[config.mk]
export PLATFORM = sky130hd
export DESIGN_NAME = mioc_dram_seq
export DESIGN_NICKNAME = d
export VERILOG_FILES = /design/src/rtl/mioc_dram_pkg.sv /design/src/rtl/mioc_bus_arb.sv /design/src/rtl/mioc_dram_seq.sv
export SDC_FILE = /design/constraint.sdc
export NUM_CORES = 1
export LEC_CHECK = 0
export ABC_AREA = 1
export CORE_ASPECT_RATIO = 0.8
export CORE_UTILIZATION = 40
export DETAILED_ROUTE_END_ITERATION = 16
export DONT_BUFFER_PORTS = 1
export PLACE_DENSITY = 0.53
export RECOVER_POWER = 100
export SYNTH_ARGS = -nofsm -noshare
export SYNTH_HDL_FRONTEND = slang
export SYNTH_SLANG_ARGS = --single-unit
[constraint.sdc]
create_clock -name B_PHI -period 3.7 [get_ports B_PHI]
set_input_delay 0.555 -clock B_PHI [delete_from_list [all_inputs] [get_ports B_PHI]]
set_output_delay 0.555 -clock B_PHI [all_outputs]
set_load 0.005 [all_outputs]
[src/rtl/mioc_dram_pkg.sv]
// rtl/mioc_dram_pkg.sv - shared state encodings and defaults for the MIOC DRAM sequencer
package mioc_dram_pkg;

  typedef enum logic [2:0] {
    S_IDLE = 3'd0,
    S_ROW  = 3'd1,
    S_COL  = 3'd2,
    S_CAS  = 3'd3,
    S_RFSH = 3'd4,
    S_PRE  = 3'd5
  } seq_state_t;

  typedef enum logic [1:0] {
    A_CPU = 2'd0,
    A_REQ = 2'd1,
    A_DMA = 2'd2,
    A_REL = 2'd3
  } arb_state_t;

  localparam int T_PRE_DEF    = 1;
  localparam int RFC_BITS_DEF = 8;

endpackage

[src/rtl/mioc_bus_arb.sv]
// rtl/mioc_bus_arb.sv - Z80/6801 bus handshake; grants only change while the sequencer is idle
module mioc_bus_arb
  import mioc_dram_pkg::*;
(
  input  logic clk,
  input  logic rst_n,
  input  logic dma_n,
  input  logic busak_n,
  input  logic seq_idle,
  output logic busrq_n,
  output logic addrbufen_n,
  output logic dma_gnt_n
);

  arb_state_t state, state_nx;
  logic       busak_q;

  always_ff @(posedge clk or negedge rst_n) begin
    if (!rst_n) begin
      state   <= A_CPU;
      busak_q <= 1'b1;
    end else begin
      state   <= state_nx;
      busak_q <= busak_n;
    end
  end

  // The acknowledge is staged once so the grant lands two edges after BUSAK_N is seen low.
  always_comb begin
    state_nx    = state;
    busrq_n     = 1'b1;
    addrbufen_n = 1'b0;
    dma_gnt_n   = 1'b1;
    unique case (state)
      A_CPU: begin
        if (!dma_n) state_nx = A_REQ;
      end
      A_REQ: begin
        busrq_n = 1'b0;
        if (dma_n) state_nx = A_REL;
        else if (!busak_q && seq_idle) state_nx = A_DMA;
      end
      A_DMA: begin
        busrq_n     = 1'b0;
        addrbufen_n = 1'b1;
        dma_gnt_n   = 1'b0;
        if (dma_n && seq_idle) state_nx = A_REL;
      end
      A_REL: begin
        addrbufen_n = 1'b1;
        if (busak_n) state_nx = A_CPU;
      end
      default: state_nx = A_CPU;
    endcase
  end

endmodule

[src/rtl/mioc_dram_seq.sv]
// rtl/mioc_dram_seq.sv - DRAM RAS/CAS/MUX sequencer with RAS-only refresh, RA7 mux and bus arbiter
module mioc_dram_seq
  import mioc_dram_pkg::*;
#(
  parameter int T_PRE    = T_PRE_DEF,
  parameter int RFC_BITS = RFC_BITS_DEF
) (
  input  logic B_PHI,
  input  logic RST_N,
  input  logic BMREQ_N,
  input  logic BRFSH_N,
  input  logic BA15,
  input  logic BA14,
  input  logic BA7,
  input  logic DMA_N,
  input  logic BUSAK_N,
  output logic RAS_N,
  output logic CAS1_N,
  output logic CAS2_N,
  output logic MUX,
  output logic RA7,
  output logic BUSRQ_N,
  output logic ADDRBUFEN_N,
  output logic DMA_GNT_N
);

  // The IDLE cycle that follows PRE also counts toward RAS-high time.
  localparam logic [1:0] PRE_LAST = (T_PRE > 1) ? 2'(T_PRE - 2) : 2'd0;

  seq_state_t          state, state_nx;
  logic                bank;
  logic [1:0]          pre_cnt;
  logic [RFC_BITS-1:0] rfc;
  logic                seq_idle;

  always_ff @(posedge B_PHI or negedge RST_N) begin
    if (!RST_N) begin
      state   <= S_IDLE;
      bank    <= 1'b0;
      pre_cnt <= 2'd0;
      rfc     <= '0;
    end else begin
      state <= state_nx;
      if (state == S_IDLE && !BMREQ_N && BRFSH_N) bank <= BA15;
      if (state == S_PRE) pre_cnt <= pre_cnt + 2'd1;
      else pre_cnt <= 2'd0;
      if (state == S_RFSH && BMREQ_N) rfc <= rfc + {{(RFC_BITS-1){1'b0}}, 1'b1};
    end
  end

  always_comb begin
    state_nx = state;
    unique case (state)
      S_IDLE: begin
        if (!BMREQ_N) state_nx = BRFSH_N ? S_ROW : S_RFSH;
      end
      S_ROW:  state_nx = S_COL;
      S_COL:  state_nx = S_CAS;
      S_CAS:  if (BMREQ_N) state_nx = S_PRE;
      S_RFSH: if (BMREQ_N) state_nx = S_PRE;
      S_PRE:  if (pre_cnt >= PRE_LAST) state_nx = S_IDLE;
      default: state_nx = S_IDLE;
    endcase
  end

  // Strobes decode straight from state so an async reset drops them at once.
  always_comb begin
    RAS_N  = 1'b1;
    MUX    = 1'b0;
    CAS1_N = 1'b1;
    CAS2_N = 1'b1;
    RA7    = BA7;
    unique case (state)
      S_ROW:  RAS_N = 1'b0;
      S_COL: begin
        RAS_N = 1'b0;
        MUX   = 1'b1;
      end
      S_CAS: begin
        RAS_N  = 1'b0;
        MUX    = 1'b1;
        CAS1_N = bank;
        CAS2_N = !bank;
      end
      S_RFSH: RAS_N = 1'b0;
      default: ;
    endcase
    if (state == S_RFSH) RA7 = rfc[RFC_BITS-1];
    else if (MUX) RA7 = BA14;
  end

  assign seq_idle = (state == S_IDLE) && BMREQ_N;

  mioc_bus_arb u_arb (
    .clk         (B_PHI),
    .rst_n       (RST_N),
    .dma_n       (DMA_N),
    .busak_n     (BUSAK_N),
    .seq_idle    (seq_idle),
    .busrq_n     (BUSRQ_N),
    .addrbufen_n (ADDRBUFEN_N),
    .dma_gnt_n   (DMA_GNT_N)
  );

endmodule

==> results.toml <==
[outcome]
status = "finished, final reports clean"

[global_routing]
grt_pass1_vias = 647
grt_overflow_total = 0
grtUsageTotal_pct = 15.0
grt_start_max_net_pins = 15
grt_pass1_wl_um = 2790
antenna_found_initial = 0

[logic_synthesis]
synthAdderAreaFrac_pct = 8.10
yosysUniqueCellTypes = 27
syn_inst = 110
synth_area_um2 = 927
synth_area_per_cell_um2 = 8.43
synth_edf_count = 0
synth_top_flop_cell = "dfrtp_1"
synth-xor-area-share_pct = 4.72
synth.area.mux_share_pct = 0
synth-simple-area-share_pct = 34.7
yosysSeqAreaShare_pct = 40.6
ys_seq_elements = 15
syn_nets = 125
synth-compound-area-share_pct = 4.86
yosys_warnings = 0
async_flop_share_pct = 100
synth_top_family_by_area = "simple AND/OR/NAND/NOR gates"

[timing]
skew_ns = 0.00357
hold_ws_ns = 0.112
finalSetupTns_ns = 0
timing.fmax_mhz = 467
rsz0062_at_grt = "false"
fin_crit_sh_pct = 57.9
hold_violations = 0
layout_setup_ws_ns = 1.56
min_period_ns = 2.14
relSlewSlack_pct = 56.7
tightest_slew_ns = 0.647
setup_viol_count_final = 0
drv_slew = 0

[cts]
clkSlewWorstSetupHoldPaths_ns = 0.08
htreeDepth = 1
cts_sinks = 15
root_buffer = "clkbuf_4"
cts_inserted_buffers = 3
cts_buffer_depth = 2
cts-resized-gates = 0
clock_latency_ns = 0.28
cts_tree = "built"

[floorplan]
die_w_um = 55.8
initial_utilization_pct = 42.6
fp-row-count = 15
die_area_um2 = 2520
io_pins = 17
die_h_um = 45.1
core_area_um2 = 2180

[final_layout]
area_delta_synth_final_pct = 2.02
fin_nets = 130
post-route-cell-area_um2 = 946
diodes = 0
instances_no_fill = 139
drive_above_1_share_pct = 10.5
final_util_pct = 43.4

[placed_design]
gp_congestion = 0.756
dp.cells = 134
io_buffers = 0
hpwl_um = 1270
placed_area_um2 = 947
place_worst_setup_slack_ns = 2.09

[power]
totalPowerFinal_mw = 0.671
power_density_nw_per_um2 = 709
vdd_drop_max_v = 0.000325
power_leakage_nw = 0.484

[critical_path]
path_cells = "clkinvlp_2 -> nor2_1 -> nor2_1 -> nand2_1 -> o211ai_1"
startpoint_type = "register"
r2r_setup_slack_ns = 1.79
cp_common_cell = "nor2_1"
setup.worst_path.class = "register to output port"
r2r-start = "state[2]$_DFFE_PN0P_"
required_ns = 3.14
end_kind = "output port"
max_stage_delay_ns = 0.50
rr_endpoint = "rfc[7]$_DFFE_PN0P_"
cp_slowest_cell = "dfrtp_1"
r2r_cells = 7
cp.arrival_ns = 1.59
path_max_fanout = 8

[routing]
routed_wl_um = 1630
vias_per_cell = 5.08
drc = 0
ant_nets = 0
routedWlPerCell_um = 11.7
first_pass_iters = 4
first_iter_violations = 15
vias = 706

[run]
maxCapViolCount = 0

[hold_path]
hold_class = "primary input to asynchronous set/reset pin"
[critical path, delay by kind of cell, from the launching register on]
kind / cells / cell delay [ns]
DFF: 1 / 0.50
and+or+nand+nor: 3 / 0.53
buffers and inverters: 1 / 0.18
AOI/OAI and AO/OA: 1 / 0.10
[cells in the final DEF (no fill, tap or decap), types with 2 or more instances in the layout]
cell type and instances:
inv_1 10, nor2_1 13, nand3b_1 2, nand4_1 3, ha_1 6, a21oi_1 3, nand3_1 9, dfrtp_1 14
inv_2 2, nand2_1 28, xor2_1 3, xnor2_1 2, nor3_1 3, clkbuf_4 3
[state kept, by name, summed over array words and instances (netlist names)]
| register | flops |
|---|---|
| rfc | 8 |
| u_arb.state | 2 |
| bank | 1 |
| u_arb.busak_q | 1 |
| state | 3 |
[cells in the mapped netlist, drive strengths merged (2+ instances only)]
| cell | number | area [um^2] |
|---|---|---|
| nand3 | 10 | 55.1 |
| xnor2 | 2 | 17.5 |
| nor3 | 3 | 15.0 |
| a21oi | 3 | 15.0 |
| xor2 | 3 | 26.3 |
| nand2 | 30 | 130 |
| dfrtp | 14 | 350 |
| inv | 13 | 53.8 |
| nand3b | 2 | 15.0 |
| nor2 | 14 | 81.3 |
| ha | 6 | 75.1 |
| nand4 | 3 | 18.8 |
[what timing repair did]
action / 4_1_cts / 5_1_grt
endpoints found under the hold margin: 14 / 0
setup buffers: 0 / 0
hold buffers: 1 / 0
[layer usage]
layer / track usage (%) / wire length, um / vias up
met5: 0 / 0 / -
met4: 4.39 / 12 / 0
met3: 7.16 / 103 / 2
met2: 23.1 / 713 / 14
met1: 19.2 / 803 / 330
li1: - / - / 360
[how the worst max path moves through the flow]
stage,start,to
floorplan,u_arb.state[0]$_DFFE_PN0P_,ADDRBUFEN_N
global placement,u_arb.state[0]$_DFFE_PN0P_,ADDRBUFEN_N
detailed placement,u_arb.state[0]$_DFFE_PN0P_,ADDRBUFEN_N
CTS,u_arb.state[0]$_DFFE_PN0P_,ADDRBUFEN_N
global route,state[2]$_DFFE_PN0P_,RA7
finish,state[2]$_DFFE_PN0P_,RA7
[layout make-up]
class	instances	area, um^2
multi-input cells	81	452
inverters	13	50.0
well taps	25	31.3
flip-flops and latches	15	377
repair buffers	1	10.0
clock buffers	4	26.3
fillers	222	1230
[report_power, final]
part	total (mW)	internal (mW)	leakage, nW	switching, mW
sequential	0.271	0.215	0.190	0.0552
combinational	0.310	0.120	0.278	0.189
clock	0.0904	0.0418	0.0150	0.0486
total	0.671	0.378	0.484	0.293
[cells by family (layout without fill, tap and decap cells)]
kind of cell               count (synthesis)  count (layout)
AOI/OAI and AO/OA                          7               7
DFF                                       15              15
xor gates and xnor gates                   5               5
adders and majority gates                  6               6
buffers and inverters                     14              18
and+or+nand+nor                           63              63
Power figures use the tool's default switching activity.
